**src/rtl/alsu_result_tx.sv**
```systemverilog
// alsu_result_tx: buffers 6-bit ALSU result words in a small FIFO and sends each one
// as a UART-style frame (start, 6 data LSB first, optional even parity, stop). Parity bit: ALSU_TX_PARITY_EN.
`timescale 1ns/1ps
module alsu_result_tx #(
  parameter int DEPTH        = 4,
  parameter int CLKS_PER_BIT = 4
) (
  input  logic                     clk,
  input  logic                     rst,
  input  logic [5:0]               in_data,
  input  logic                     in_valid,
  input  logic                     clr_ovf,
  output logic                     tx,
  output logic                     busy,
  output logic                     full,
  output logic                     empty,
  output logic [$clog2(DEPTH):0]   level,
  output logic                     ovf
);
  localparam int AW = $clog2(DEPTH);
  localparam int LW = AW + 1;
  localparam int CW = $clog2(CLKS_PER_BIT);

  typedef enum logic [2:0] {
    IDLE,
    START,
    DATA,
`ifdef ALSU_TX_PARITY_EN
    PARITY,
`endif
    STOP
  } state_t;

  logic [5:0]    mem_q [DEPTH];
  logic [AW-1:0] wr_ptr_q, wr_ptr_d, rd_ptr_q, rd_ptr_d;
  logic [LW-1:0] level_q, level_d;
  logic          full_q, full_d, empty_q, empty_d, ovf_q, ovf_d;
  logic          tx_q, tx_d, busy_q, busy_d;
  state_t        state_q, state_d;
  logic [CW-1:0] bit_cnt_q, bit_cnt_d;
  logic [2:0]    idx_q, idx_d;
  logic [5:0]    shift_q, shift_d;
`ifdef ALSU_TX_PARITY_EN
  logic          par_q, par_d;
`endif
  logic          pop, push, drop, bit_last;

  assign bit_last = (bit_cnt_q == CW'(CLKS_PER_BIT - 1));

  // Frame sequencer; pop is raised only when a new frame is loaded.
  always_comb begin
    state_d   = state_q;
    bit_cnt_d = bit_cnt_q;
    idx_d     = idx_q;
    shift_d   = shift_q;
`ifdef ALSU_TX_PARITY_EN
    par_d     = par_q;
`endif
    pop       = 1'b0;
    unique case (state_q)
      IDLE: begin
        if (!empty_q) begin
          pop       = 1'b1;
          state_d   = START;
          bit_cnt_d = '0;
        end
      end
      START: begin
        if (bit_last) begin
          state_d   = DATA;
          bit_cnt_d = '0;
          idx_d     = 3'd0;
        end else begin
          bit_cnt_d = bit_cnt_q + CW'(1);
        end
      end
      DATA: begin
        if (bit_last) begin
          bit_cnt_d = '0;
          shift_d   = shift_q >> 1;
          if (idx_q == 3'd5) begin
`ifdef ALSU_TX_PARITY_EN
            state_d = PARITY;
`else
            state_d = STOP;
`endif
          end else begin
            idx_d = idx_q + 3'd1;
          end
        end else begin
          bit_cnt_d = bit_cnt_q + CW'(1);
        end
      end
`ifdef ALSU_TX_PARITY_EN
      PARITY: begin
        if (bit_last) begin
          state_d   = STOP;
          bit_cnt_d = '0;
        end else begin
          bit_cnt_d = bit_cnt_q + CW'(1);
        end
      end
`endif
      STOP: begin
        if (bit_last) begin
          bit_cnt_d = '0;
          if (!empty_q) begin
            pop     = 1'b1;
            state_d = START;
          end else begin
            state_d = IDLE;
          end
        end else begin
          bit_cnt_d = bit_cnt_q + CW'(1);
        end
      end
      default: state_d = IDLE;
    endcase

    if (pop) begin
      shift_d = mem_q[rd_ptr_q];
`ifdef ALSU_TX_PARITY_EN
      par_d   = ^mem_q[rd_ptr_q];
`endif
    end
  end

  // Line level is derived from the upcoming state so tx itself is a flop.
  always_comb begin
    tx_d = 1'b1;
    unique case (state_d)
      START:   tx_d = 1'b0;
      DATA:    tx_d = shift_d[0];
`ifdef ALSU_TX_PARITY_EN
      PARITY:  tx_d = par_d;
`endif
      default: tx_d = 1'b1;
    endcase
    busy_d = (state_d != IDLE);
  end

  // A write at full is still taken when the same edge frees a slot.
  always_comb begin
    push     = in_valid && (!full_q || pop);
    drop     = in_valid && !push;
    wr_ptr_d = push ? wr_ptr_q + AW'(1) : wr_ptr_q;
    rd_ptr_d = pop  ? rd_ptr_q + AW'(1) : rd_ptr_q;
    level_d  = level_q;
    unique case ({push, pop})
      2'b10:   level_d = level_q + LW'(1);
      2'b01:   level_d = level_q - LW'(1);
      default: level_d = level_q;
    endcase
    full_d  = (level_d == LW'(DEPTH));
    empty_d = (level_d == '0);
    ovf_d   = ovf_q;
    if (drop) begin
      ovf_d = 1'b1;
    end else if (clr_ovf) begin
      ovf_d = 1'b0;
    end
  end

  always_ff @(posedge clk) begin
    if (push) begin
      mem_q[wr_ptr_q] <= in_data;
    end
  end

  always_ff @(posedge clk or negedge rst) begin
    if (!rst) begin
      state_q   <= IDLE;
      bit_cnt_q <= '0;
      idx_q     <= '0;
      shift_q   <= '0;
`ifdef ALSU_TX_PARITY_EN
      par_q     <= 1'b0;
`endif
      wr_ptr_q  <= '0;
      rd_ptr_q  <= '0;
      level_q   <= '0;
      full_q    <= 1'b0;
      empty_q   <= 1'b1;
      ovf_q     <= 1'b0;
      tx_q      <= 1'b1;
      busy_q    <= 1'b0;
    end else begin
      state_q   <= state_d;
      bit_cnt_q <= bit_cnt_d;
      idx_q     <= idx_d;
      shift_q   <= shift_d;
`ifdef ALSU_TX_PARITY_EN
      par_q     <= par_d;
`endif
      wr_ptr_q  <= wr_ptr_d;
      rd_ptr_q  <= rd_ptr_d;
      level_q   <= level_d;
      full_q    <= full_d;
      empty_q   <= empty_d;
      ovf_q     <= ovf_d;
      tx_q      <= tx_d;
      busy_q    <= busy_d;
    end
  end

  assign tx    = tx_q;
  assign busy  = busy_q;
  assign full  = full_q;
  assign empty = empty_q;
  assign level = level_q;
  assign ovf   = ovf_q;

endmodule

```
**config.mk**
```make
export PLATFORM = sky130hd
export DESIGN_NAME = alsu_result_tx
export DESIGN_NICKNAME = d
export VERILOG_FILES = /design/src/rtl/alsu_result_tx.sv
export SDC_FILE = /design/constraint.sdc
export NUM_CORES = 1
export LEC_CHECK = 0
export CAP_MARGIN = 15
export CORE_UTILIZATION = 52
export DETAILED_ROUTE_END_ITERATION = 8
export PLACE_DENSITY = 0.73
export SETUP_SLACK_MARGIN = 0.4
export SLEW_MARGIN = 30
export SYNTH_ARGS = -nofsm -noshare
export SYNTH_HDL_FRONTEND = slang
export SYNTH_SLANG_ARGS = --single-unit
```
**constraint.sdc**
```tcl
create_clock -name clk -period 7.6 [get_ports clk]
set_clock_uncertainty 0.2 [all_clocks]
set_input_delay 1.14 -clock clk [delete_from_list [all_inputs] [get_ports clk]]
set_output_delay 1.14 -clock clk [all_outputs]
set_load 0.05 [all_outputs]
```
# [After elaboration in Yosys (flattened, before gate mapping)]
# Memories as Yosys holds them, arrays and structs flattened.
# Cells that the tools add are included.
# W data, S select, Z words.
[op_classes] n_addsub=6 eq_ne=14 n_mux=26 n_reduce_logical=17
[ops] op="$mux W3" count=8
[ops] op="$mux W6" count=3
[ops] op="$pmux W3 S2" count=2
[ops] op="$pmux W3 S4" count=1
[ops] op="$reduce_bool A2 Y1" count=5
[ops] op="$eq A3 B2 Y1 const B" count=3
[ops] op="$ne A2 B2 Y1 const B" count=4
[ops] op="$mux W1" count=7
[ops] op="$add A2 B1 Y2 const B" count=3
[ops] op="$add A3 B1 Y3 const B" count=2
[ops] op="$eq A3 B1 Y1 const B" count=2
[ops] op="$eq A3 B3 Y1 const B" count=2
[ops] op="$logic_not A3 Y1" count=2
[ops] op="$eq A2 B2 Y1 const B" count=2
[ops] op="$mux W2" count=2
[ops] op="$pmux W1 S2" count=2
[ops] op="$pmux W2 S2" count=1
[ops] op="$reduce_and A2 Y1" count=2
[ops] op="$reduce_and A4 Y1" count=1
[ops] op="$reduce_bool A3 Y1" count=1
[ops] op="$reduce_or A3 Y1" count=1
[ops] op="$sub A3 B1 Y3 const B" count=1
[ops] op="$eq A2 B1 Y1 const B" count=1
[ops] op="$logic_and A1 B1 Y1" count=2
[ops] op="2 further kinds" count=3
[word_totals] regBits=26 ram_bits=24 in_bits=10 out_inout_bits=8 elab_cells=77 n_memories=1
[mem_list] memory="mem_q" depth=4 width=6 read_ports=1 rd_ports_with_merged_regs=0 write_ports=1 line_no="34" text="logic [5:0] mem_q [DEPTH];"

# [Logic depth before layout (Yosys ltp)]
# Gate-level depths: netlist (run 1).
[depth] depth_word=8 ltp_mapped=12 depth_no_buf=11

# [Worst setup path after synthesis (run 1)]
# No wires, ideal clock.
[synth_timing] path_type="input port to flip-flop" startpoint="input in_valid" endpoint="register full_q, in the netlist full" setup_ns=0.073 arrival_ns=2.695 required_time_ns=7.327 setup_slack_ns=4.633 cell_stages=7 path_buffers=0 path_cell_list="a21boi_4 inv_1 ha_1 fa_1 mux2_2 or2_2 nor2b_1"
[synth_between] elab_chain_cells=4 elab_cells_between_ends=5 classes_between="eq/ne: 3; mux: 1; reduce/logical: 1"
[synth_lines] item="start: declaration" line_no="11" text="input logic in_valid,"
[synth_lines] item="$logic_and A1 B1 Y1 (*)" line_no="144" text="push = in_valid && (!full_q || pop);"
[synth_lines] item="$eq A2 B1 Y1 / $eq A2 B2 Y1 (equally long branches)" line_no="149" text="unique case ({push, pop})"
[synth_lines] item="$pmux W3 S2 (*)" line_no="149"
[synth_lines] item="net level_d[1]" line_no="36" text="logic [LW-1:0] level_q, level_d;"
[synth_lines] item="$eq A3 B3 Y1 (*)" line_no="154" text="full_d = (level_d == LW'(DEPTH));"
[synth_lines] item="net full_d" line_no="37" text="logic full_q, full_d, empty_q, empty_d, ovf_q, ovf_d;"
[synth_lines] item="end signal: assignment" line_no="198" text="full_q <= full_d;"
[synth_lines] item="end: declaration" line_no="37"
# Mark *: on every way through the listed nets, which the timed path passes. The rest lies on a longest branch.
# A chain may end at the register's enable or synchronous reset.

# [Worst setup path after layout (run 1)]
# Ends and elaborated chain as after synthesis.

==> results of run 1 <==
==> final cells by class <==
cell class	count	area, sq um
fill	296	1530
sequential	50	1370
multi-input combinational	82	719
timing repair buffer	18	173
clock buffer	5	68.8
tap	50	62.6
clock inverter	3	40.0
inverter	9	33.8
==> stage by stage <==
stage / hold slack (ns) / total power, W
6_report: 0.299 / 0.000874
4_1_cts: 0.304 / 0.000886
5_1_grt: 0.324 / 0.000925
3_5_place_dp: 0.283 / 0.000707
3_3_place_gp: 0.262 / 0.000684
2_1_floorplan: 0.244 / 0.000622
==> cells by family (layout without fill, tap and decap cells) <==
logic type	Yosys count	count (layout)	synth area share, %
other cells	1	1	0.173
buf+inv	15	35	3.41
mux	10	10	8.43
compound gates	23	23	8.26
xor+xnor	7	7	2.83
simple gates	32	32	7.97
flops	50	50	63.4
fa+ha+maj	9	9	5.54
==> cells in the final DEF, fill, tap and decap left out, types with 2 or more instances in the layout <==
| cell type | instances |
|---|---|
| sky130_fd_sc_hd__inv_1 | 8 |
| sky130_fd_sc_hd__ha_1 | 8 |
| sky130_fd_sc_hd__dfrtp_1 | 24 |
| sky130_fd_sc_hd__a22o_1 | 6 |
| sky130_fd_sc_hd__nand2_1 | 4 |
| sky130_fd_sc_hd__a21o_1 | 6 |
| sky130_fd_sc_hd__nand3_1 | 4 |
| sky130_fd_sc_hd__mux2_2 | 2 |
| sky130_fd_sc_hd__mux4_2 | 6 |
| sky130_fd_sc_hd__edfxtp_1 | 24 |
| sky130_fd_sc_hd__clkdlybuf4s50_1 | 16 |
| sky130_fd_sc_hd__clkbuf_8 | 5 |
| sky130_fd_sc_hd__dfstp_2 | 2 |
| sky130_fd_sc_hd__o21ai_0 | 5 |
| sky130_fd_sc_hd__or2_2 | 2 |
| sky130_fd_sc_hd__xnor2_1 | 5 |
| sky130_fd_sc_hd__nor2_1 | 8 |
| sky130_fd_sc_hd__and2_1 | 4 |
| sky130_fd_sc_hd__xor2_1 | 2 |
==> power by group through the flow <==
stage | Sequential [W] | Combinational (W) | Clock [W]
after detailed placement | 0.000423 | 0.000284 | 0
after global placement | 0.000416 | 0.000267 | 0
after floorplan | 0.000443 | 0.000179 | 0
after global routing | 0.000426 | 0.000304 | 0.000194
final | 0.000416 | 0.000278 | 0.000180
after CTS | 0.000418 | 0.000284 | 0.000184
==> flip-flops by register name, indices dropped and copies added (netlist names) <==
signal,flops
full,1
bit_cnt_q,2
ovf,1
empty,1
busy,1
rd_ptr_q,2
idx_q,3
wr_ptr_q,2
mem_q,24
state_q,3
tx,1
level,3
shift_q,6
==> path summary, 6_finish.rpt <==
check	startpoint	endpoint	slack (ns)	cells past startpoint
max in group asynchronous	rst	level[0]	6.16	1
min in group asynchronous	rst	state_q[1]	0.64	1
setup / recovery	in_valid	full	4.31	8
hold reg to reg	shift_q[2]	shift_q[2]	0.30	1
setup reg to reg	bit_cnt_q[0]	full	4.43	10
hold / removal	shift_q[2]	shift_q[2]	0.30	1
==> cells in the mapped netlist (4+ instances only) <==
cell	instances	area share [%]
sky130_fd_sc_hd__a21o_1	6	2.1
sky130_fd_sc_hd__a22o_1	6	2.4
sky130_fd_sc_hd__and2_1	4	1.2
sky130_fd_sc_hd__dfrtp_1	24	28
sky130_fd_sc_hd__edfxtp_1	24	33
sky130_fd_sc_hd__ha_1	8	4.6
sky130_fd_sc_hd__inv_1	8	1.4
sky130_fd_sc_hd__mux4_2	6	6.2
sky130_fd_sc_hd__nand2_1	4	0.69
sky130_fd_sc_hd__nand3_1	4	0.92
sky130_fd_sc_hd__nor2_1	8	1.4
sky130_fd_sc_hd__o21ai_0	5	1.2
sky130_fd_sc_hd__xnor2_1	5	2.0
==> routing by layer <==
metal | global-route usage [%] | routed length [microns]
met4 | 6.38 | 52
met5 | 0 | 0
met2 | 32.7 | 1840
met1 | 20.4 | 1450
met3 | 5.14 | 92
==> results, run 1 <==
- After the first detailed-routing iteration, the DRC count stood at 42.
- The share of the clock period used by the worst path is 43.2%.
- The post-synthesis instance area is around 0.0022 sq mm.
- The share of flip-flops with an asynchronous set or reset after synthesis is between 50% and 60%.
- The kind of end point of the critical path is a flip-flop.
- Power spread over the standard cell area amounts to 354 mW/mm^2.
- The ratio of cells with drive above 1 in the final layout is 15.0%.
- The critical path in this run is classified as input port to flip-flop.
- The worst-case clock buffer depth is 2.
- The slew of the pin with the lowest slew margin is around 0.6 ns.
- Across the run, the number of max-cap violations was 0.
- After detailed routing, the number of remaining DRC violations is 0.
- The maximum clock frequency is 0.304 GHz.
- The floorplan has 23 rows.
- In the final design database the tool counted between 150 and 200 nets.
- Summing over every cut layer, the via total after detailed routing is 1191.
- Across all setup checks in the final design, the least slack found is between 4 and 5 ns.
- The count of cell types in the netlist is 42.
- Combinational cells account for 31.9% of the total power.
- The detail-routed net length per standard cell is 15.8 microns.
- After routing, the total negative slack on setup checks comes to 0 ns.
- The final setup violation count is 0.
- The floorplan step set the die height to about 67 microns.
- Port buffering added 17 buffers.
- The via count of the first global-routing pass is 1190.
- The root buffer cell is sky130_fd_sc_hd__clkbuf_8.
- The total congestion overflow after global routing is 0.
- The initial antenna violation count is 0.
- Setup repair after global routing left no endpoint under its margin.
- The flow ran to the end, and the final reports show no timing, DRC or antenna violations.
- The cell count after synthesis is 147.
- The number of hold buffers added after CTS was 0.
- The worst setup path is launched from an input port.
- The TritonCTS sink count is 50.
- The final count of hold timing violations is 0.
- During I/O placement, the number of pins put on the boundary was 18.
- Buffers added to address setup during post-CTS repair amount to 0.
- The placement-stage worst setup slack is 4.01 ns.
- At the end of the flow the core is filled with cells to 61.8%.
- The final max-slew violation count is 0.
- The wire-length estimate of the detail-placed layout is 2.56 mm.
- In this run the horizontal extent of the chip is 66.6 microns.
- The worst path needs 3.29 ns of the cycle, external delays included.
- The repair_antennas step left the layout with diodes totalling 0.
- The floorplan die area is 0.00443 sq mm.
- The fraction of power consumed by the clock network is between 20% and 30%.
- The number of vias per cell after detailed routing is 5.49.
- The cell-internal power is 0.000589 W.
- In this run the tightest slew margin relative to its limit is 60.3%.
- The switching power share of the total is 32.5%.
- The clock-pin slew on the worst setup and hold paths is 0.09 ns.
- The H-tree depth reported by CTS is 2.
- In this run the worst hold path is classified as flip-flop to flip-flop.
- The total global routing track utilization is between 15 and 20%.
- Once the floorplan was initialized, standard cells occupied roughly 54% of the core.
- The average size of a mapped cell is about 15 sq um.
- The most used flip-flop cell after synthesis is sky130_fd_sc_hd__edfxtp_1.
- The TritonCTS clock tree is yes.
- The share of synthesized area occupied by flip-flops and latches is 63.4%.
- The final standard cell area without fillers is 0.00247 sq mm.
- At the end of routability-driven placement, the weighted congestion stood at just over 0.7.
- The clock reaches the later pin of the worst-skew pair after 0.30 ns.
- The standby leakage power is 1.03 nW.
- The number of placed cells counting well taps is between 200 and 250.
- The combined buffer and inverter count along the critical path is 2.
- The maximum vdd ir drop is 0.233 mV.
- The critical path required time is between 7 and 8 ns.
- The count of instances resized after the clock tree is built is 0.
- The data arrival time at the worst-slack endpoint is between 3 and 4 ns.
- Of all nets on the critical path, the largest fanout is 7.
- Before antenna repair, the detailed router went through 4 iterations.
- The stage delay of the slowest cell on the critical path is between 0.4 and 0.5 ns.
- The count of warnings emitted by yosys is 0.
- Synthesis produced a netlist with a net count of 166.
- The number of antenna-violating nets in the routed design is 0.
- The final layout contains routed wiring with a total length of roughly 3.4 mm.
- Counting flops and latches in the post-synthesis netlist gives 50.
- Compared with the post-synthesis result, the final layout area differs by 14.0%.
- The slowest stage of the critical path is the sky130_fd_sc_hd__clkdlybuf4s50_1 cell.
- Summed over all nets, the switching power comes to 0.000284 W.
- Counting the buffers created by CTS gives 5.
- The placeable core region is 0.00400 sq mm.
- Of the total power, registers draw 47.6%.
- The signal on the critical path passes through clkdlybuf4s50_1 -> a21boi_4 -> inv_1 -> ha_1 -> fa_1 -> mux2_2 -> or2_2 -> nor2b_1.
- Entering global routing, the biggest net connects 27 pins.
- The final instance count without filler cells is 217.
- Once placement finished, the instance area stood at around 0.0024 sq mm.
- Among cell families on the critical path, the largest total delay comes from adder cells.
- The global-route wire length before repair is 5.62 mm.
- The number of enable flip-flop cells after synthesis is 24.
No activity file was read; power rests on OpenSTA's default activity.
==> inputs of run 2 (changes only) <==
==> constraint.sdc (replaced) <==
create_clock -name clk -period 3.2 [get_ports clk]
set_clock_uncertainty 0.2 [all_clocks]
set_input_delay 0.48 -clock clk [delete_from_list [all_inputs] [get_ports clk]]
set_output_delay 0.48 -clock clk [all_outputs]
set_load 0.05 [all_outputs]
==> results, run 2 (synthesis results as in run 1) <==
- The flow ran to the end, and the final reports show no timing, DRC or antenna violations.
- 0 antenna diodes ended up in the layout.
- The count of port buffers added during placement is 17.
- The global-route wire length before repair is 5.84 mm.
- The worst path uses 84.0% of the clock period.
- The worst pin sits at a relative slew slack of 65.9%.
- In the final layout, the share of cells above drive strength 1 is between 20 and 25%.
- Measured in cells, the most critical reg-to-reg path has a length of 10.
- The number of DRC markers in iteration 0 is 55.
- Per report_power, the clock group accounts for between 20% and 30% of the total.
- The tightest min-delay check is of the flip-flop to flip-flop type.
- The largest registers in the layout are mem_q: 24 flops, shift_q: 6 flops.
- The sequential cell area is 0.00138 sq mm.
- The horizontal extent of the die is 66.6 microns.
- For this design the ratio of total power to cell area is 832 mW/mm^2.
- The number of buffers added by the clock tree synthesis step is 5.
- The first TritonRoute pass finished after 4 iterations.
- The clock latency of the later-clocked register in the worst-skew pair is 0.31 ns.
- The wire length reported by the detailed router is 3.51 mm.
- The TritonCTS sink count is 50.
- Setup repair after global routing left no endpoint under its margin.
- The detail-routed net length per standard cell is between 15 and 20 microns.
- The number of vias per cell after detailed routing is 5.45.
- During I/O placement, the number of pins put on the boundary was 18.
- The net switching power is 0.000699 W.
- The worst hold path begins at shift_q[3].
- In the layout the commonest cells are sky130_fd_sc_hd__edfxtp_1 (24), sky130_fd_sc_hd__dfrtp_1 (22), sky130_fd_sc_hd__clkdlybuf4s50_1 (17).
- The combinational share of power is 33.4%.
- For the worst setup path, the data required time is ~3.2 ns.
- The endpoint of the worst register-to-register path is full.
- The worst register-to-register path has a setup slack of 0.51 ns.
- The post-route setup TNS is 0 ns.
- The core region is 0.00400 sq mm.
- The most frequent standard cell in the layout excluding fill and tap cells is sky130_fd_sc_hd__edfxtp_1.
- The type of the worst setup path is flip-flop to flip-flop.
- The final count of hold timing violations came to 0.
- The number of flip-flops in the largest register is 24.
- Net switching is 32.5% of the power.
- The worst setup path is launched from a flip-flop.
- The first element of the critical path is bit_cnt_q[1].
- The total congestion overflow after global routing is 0.
- The critical path goes through ha_4 -> nand3_2 -> a211o_4 -> a21boi_4 -> inv_2 -> ha_4 -> fa_2 -> mux2_4 -> or2_4 -> nor2b_1.
- The clock-pin slew on the worst setup and hold paths is 0.10 ns.
- Relative to the synthesized area, the layout overhead comes to 19.1%.
- The layout has a little over 300 filler cells.
- The slew of the pin with the lowest slew margin is 0.510 ns.
- The vias after detailed routing is 1220.
- Global routing used 18.6% of the available tracks.
- In the routed design, unresolved DRC markers number 0.
- The internal power of the cells totals 0.00145 W.
- The worst register-to-register path begins at bit_cnt_q[1].
- The via count of the first global-routing pass is 1311.
- After legalization and detailed placement, the total HPWL measured 2.42 mm.
- TritonCTS built the clock tree.
- In this run the remaining antenna-violating nets after routing total 0.
- Prior to clock tree synthesis, the placed netlist has a worst setup slack of 0.249 ns.
- The worst-case clock buffer depth is 2.
- The initial antenna violation count was 0.
- The floorplan die area is 0.00443 sq mm.
- The data arrival time at the worst-slack endpoint is 2.73 ns.
- The kind of end point of the critical path is a flip-flop.
- After clock tree synthesis, the flow added hold-fix buffers numbering 0.
- The worst-path cell with the longest stage delay is sky130_fd_sc_hd__dfrtp_1.
- The capture point of the worst path is full.
- In the final design database the tool counted around 190 nets.
- The total number of placement rows is 23.
- The root buffer cell is sky130_fd_sc_hd__clkbuf_8.
- The H-tree depth reported by CTS is 2.
- Across the VDD grid, the largest voltage drop is 0.460 mV.
- Setup violations remaining at the end of the flow were counted as 0.
- Max-cap violations in this run came to 0.
- The final max-slew violation count is 0.
- Entering global routing, the biggest net connects 27 pins.
- The register ranked first by flip-flop count is mem_q.
- The sequential share of power is 45.9%.
- The die outline height is 66.6 microns.
- By instance count, the cell type seen most on the critical path is sky130_fd_sc_hd__ha_4.
- The stage delay of the slowest cell on the critical path is 0.41 ns.
- The maximum clock frequency is 0.372 GHz.
- For this design the static power due to leakage is 1.06 nW.
- The minimum setup slack in the final design is 0.512 ns.
- The overall power consumption is 0.00215 W.
- The multi-input logic area is 767 sq um.
- At the end of routability-driven placement, the weighted congestion stood at 0.784.
- Of all nets on the critical path, the largest fanout is 6.
- The smallest clock period supported by the final layout is computed as 2.69 ns.
- For this configuration, the core starts out at a cell density of between 50% and 60%.
[run 2: cell count changes in the layout (fill, tap and decap cells not counted), sizes merged]
| cell | delta |
|---|---|
| clkbuf | +1 |
| buf | +6 |
| clkdlybuf4s50 | +1 |
| clkinv | -1 |
[run 2: layer usage]
metal / routed length [microns] / vias up / GRT usage, %
met5: 0 / - / 0
met4: 68 / 0 / 7.45
met3: 98 / 8 / 5.14
met2: 1890 / 19 / 32.6
met1: 1450 / 613 / 21.3
li1: - / 580 / -
[run 2: critical path, delay by kind of cell, from the launching register on]
kind,cells,cell delay (ns)
AND/OR/NAND/NOR,3,0.42
multiplexers,1,0.28
flip-flops,1,0.41
AO/OA/AOI/OAI,2,0.51
buffers and inverters,1,0.06
adder cells (fa/ha/maj),3,0.74
[run 2: per-stage QoR]
stage / cell area, sq um / hold slack, ns / std cells / util (%)
after floorplan: 2190 / -0.0156 / 147 / -
after global placement: 2400 / 0.260 / 210 / 59.9
after detailed placement: 2400 / 0.267 / 210 / 59.9
after CTS: 2560 / 0.287 / 224 / 64.1
after global routing: 2580 / 0.318 / 224 / 64.5
final: 2580 / 0.286 / 224 / 64.5
[run 2: power by group through the flow]
| stage | registers [W] | logic (W) | clock network [W] |
|---|---|---|---|
| after global placement | 0.000995 | 0.000661 | 0 |
| final | 0.000985 | 0.000717 | 0.000445 |
| after floorplan | 0.00106 | 0.000448 | 0 |
| after global routing | 0.00101 | 0.000782 | 0.000478 |
| after CTS | 0.000988 | 0.000716 | 0.000451 |
| after detailed placement | 0.00101 | 0.000689 | 0 |
[run 2: worst min path at each step]
| stage | end | cells after the start |
|---|---|---|
| 2_1_floorplan | bit_cnt_q[0] | 0 |
| 3_5_place_dp | shift_q[3] | 1 |
| 4_1_cts | shift_q[3] | 1 |
| 5_1_grt | shift_q[4] | 1 |
| 6_report | shift_q[3] | 1 |
| 3_3_place_gp | shift_q[4] | 1 |
[run 2: final cells by class]
| type | instances | area share, % |
|---|---|---|
| Clock buffer | 6 | 2.81 |
| Clock inverter | 2 | 1.45 |
| Inverter | 9 | 1.31 |
| Multi-Input combinational cell | 82 | 29.7 |
| Sequential cell | 50 | 53.3 |
| Tap cell | 50 | 2.42 |
| Timing Repair Buffer | 25 | 8.92 |
[run 2: repair_timing]
action / 4_1_cts / 5_1_grt
pin swaps: 3 / 5
setup endpoints to repair: 3 / 2
gates resized for setup: 4 / 4
gates cloned: 0 / 0
buffers inserted: 6 / 0
==> inputs of run 3 (changes only) <==
==> constraint.sdc (replaced) <==
create_clock -name clk -period 2.6 [get_ports clk]
set_clock_uncertainty 0.2 [all_clocks]
set_input_delay 0.39 -clock clk [delete_from_list [all_inputs] [get_ports clk]]
set_output_delay 0.39 -clock clk [all_outputs]
set_load 0.05 [all_outputs]
==> results, run 3 (synthesis results as in run 1) <==
- The tightest min-delay check is of the input port to asynchronous set/reset pin type.
- The number of placed cells counting well taps is roughly 220.
- The count of antenna diodes in the layout is 0.
- In this run the static leakage power is 1.11 nW.
- The total area inside the core boundary comes to 0.00400 sq mm.
- The final weighted congestion of routability-driven global placement is around 0.70.
- The number of DRC markers in iteration 0 is 37.
- STA classifies the critical path startpoint as a flip-flop.
- The clock drives 50 sinks.
- Combinational cells account for 37.6% of the total power.
- The worst-case clock buffer depth is 2.
- The maximum clock frequency is 0.367 GHz.
- The critical path required time is 2.63 ns.
- The layout net count is 200.
- The setup slack on the worst flop-to-flop path is -0.13 ns.
- The via count of the first global-routing pass is around 1300.
- Dividing total power by cell area gives a power density of between 900 and 1000 mW/mm^2.
- The number of antenna-violating nets in the routed design is 0.
- The total global routing track utilization is a little under a fifth.
- The flow ran to the end, but the final reports show violations.
- The root buffer cell chosen for the clock tree is sky130_fd_sc_hd__clkbuf_8.
- The data arrival time at the worst-slack endpoint is between 2 and 3 ns.
- The internal power of the cells totals 0.00175 W.
- The fraction of power consumed by the clock network is 16.2%.
- The largest net degree at the start of global routing is 27.
- Summed over all nets, the half-perimeter wirelength after detailed placement is 2.50 mm.
- In the final layout, the registers with the most flip-flops are mem_q: 24 flops, shift_q: 6 flops.
- The setup path with the least slack is of type flip-flop to flip-flop.
- The final max-slew violation count is 0.
- In the layout the commonest cells are sky130_fd_sc_hd__dfrtp_1 (24), sky130_fd_sc_hd__edfxtp_1 (24), sky130_fd_sc_hd__buf_4 (16).
- In this run the worst path has a maximum fanout of 2.
- The critical path starts at bit_cnt_q[0].
- The final count of hold timing violations was 0.
- The register with the most flip-flops in the final layout is mem_q.
- The length of the first detailed-routing pass in iterations is 4.
- Measured along the x axis, the die boundary spans 66.6 microns.
- Setup violations remaining at the end of the flow were counted as 3.
- The clock latency of the later-clocked register in the worst-skew pair is ~0.30 ns.
- Across the run, the number of max-cap violations was 0.
- In this run, post-CTS hold repair placed 0 buffers.
- Subtracting the final worst setup slack from the clock period gives 2.73 ns.
- STA classifies the critical path endpoint as a flip-flop.
- The H-tree generated during clock tree synthesis spans 2 levels.
- The number of flip-flops in the largest register is 24.
- In the final layout, the share of cells above drive strength 1 is between 20% and 30%.
- The clock-pin slew on the worst setup and hold paths is 0.09 ns.
- The global-route wire length before repair is 5.70 mm.
- In this run switching power makes up 33.4% of total power.
- The checks that failed: negative setup slack.
- The post-synthesis to final-layout area growth is 21.7%.
- The final instance count without filler cells is roughly 230.
- The routed design has roughly 3.5 mm of wire.
- The floorplan die area is 0.00443 sq mm.
- The launching point of the worst reg2reg path is bit_cnt_q[0].
- The minimum setup slack in the final design is -0.126 ns.
- Setup repair after global routing could not meet its margin everywhere.
- The detail-routed net length per standard cell is 15.2 microns.
- After layout, the worst path uses 105% of the clock period.
- The analysis attributes to net switching a power of 0.000877 W.
- The total I/O pin count is 18.
- The die outline height is 66.6 microns.
- The total congestion overflow after global routing is 0.
- The detailed-route DRC error count is 0.
- The total number of placement rows is 23.
- The slew of the pin with the lowest slew margin is 0.513 ns.
- The number of buffers added by the clock tree synthesis step is 5.
- The routed layout has 1265 vias.
- The completed layout was analyzed and its total power is 0.00262 W.
- Measured against its own limit, the worst slew margin works out to 65.7%.
- TritonCTS built the clock tree.
- The count of port buffers added during placement is 17.
- In this run, flip-flops and latches consume between 40% and 50% of the power.
- The number of vias per cell after detailed routing is 5.45.
- The initial antenna violation count is 0.
- The starting density of the core is 54.2%.
- The maximum vdd ir drop is 0.494 mV.
## run 3: what timing repair did
action	CTS	global route
endpoints found under the setup margin	6	28
pin swaps	4	6
buffers inserted	3	2
gates resized for setup	6	12
## run 3: final timing paths
kind / depth (start not counted) / endpoint
min: 2 / busy
max in group asynchronous: 2 / empty
max reg2reg: 10 / full
max: 10 / full
min in group clk: 1 / shift_q[4]
min reg2reg: 1 / shift_q[4]
## run 3: metal layers
layer / wire length [microns] / track usage (%) / vias to the layer above
li1: - / - / 593
met1: 1470 / 22.2 / 642
met2: 1880 / 29.9 / 24
met3: 112 / 4.62 / 6
met4: 65 / 8.24 / 0
met5: 0 / 0 / -
## run 3: worst max-delay path, stage by stage, from the launching register on
cell and delay, ns:
sky130_fd_sc_hd__dfrtp_1 0.40, sky130_fd_sc_hd__ha_4 0.16, sky130_fd_sc_hd__nand3_2 0.07, sky130_fd_sc_hd__a211o_4 0.35, sky130_fd_sc_hd__a21boi_4 0.18, sky130_fd_sc_hd__inv_2 0.06
sky130_fd_sc_hd__ha_4 0.16, sky130_fd_sc_hd__fa_2 0.41, sky130_fd_sc_hd__mux2_4 0.29, sky130_fd_sc_hd__or2_4 0.24, sky130_fd_sc_hd__nor2b_1 0.14
## run 3: power groups by stage
| stage | Sequential [W] | Clock, W | Combinational (W) |
|---|---|---|---|
| after global routing | 0.00124 | 0.000470 | 0.00107 |
| final | 0.00121 | 0.000425 | 0.000987 |
| after CTS | 0.00121 | 0.000439 | 0.000915 |
| after global placement | 0.00122 | 0 | 0.000850 |
| after floorplan | 0.00130 | 0 | 0.000554 |
| after detailed placement | 0.00123 | 0 | 0.000887 |
## run 3: stage by stage
stage	utilization, %	setup slack [ns]	area [sq um]	hold slack, ns	setup TNS, ns
global route	65.9	-0.219	2640	0.271	-0.523
floorplan	-	-0.190	2190	-0.106	-0.360
detailed placement	61.7	-0.0353	2470	0.270	-0.0528
finish	65.9	-0.126	2640	0.248	-0.243
CTS	64.3	-0.0504	2570	0.263	-0.100
global placement	61.7	0.0169	2470	0.260	0
## run 3: final cells by class
class / count / area [sq um]
Timing Repair Buffer: 33 / 288
Clock inverter: 2 / 8.76
Multi-Input combinational cell: 82 / 797
Sequential cell: 50 / 1370
Tap cell: 50 / 62.6
Clock buffer: 6 / 72.6
Inverter: 9 / 33.8
Fill cell: 274 / 1360
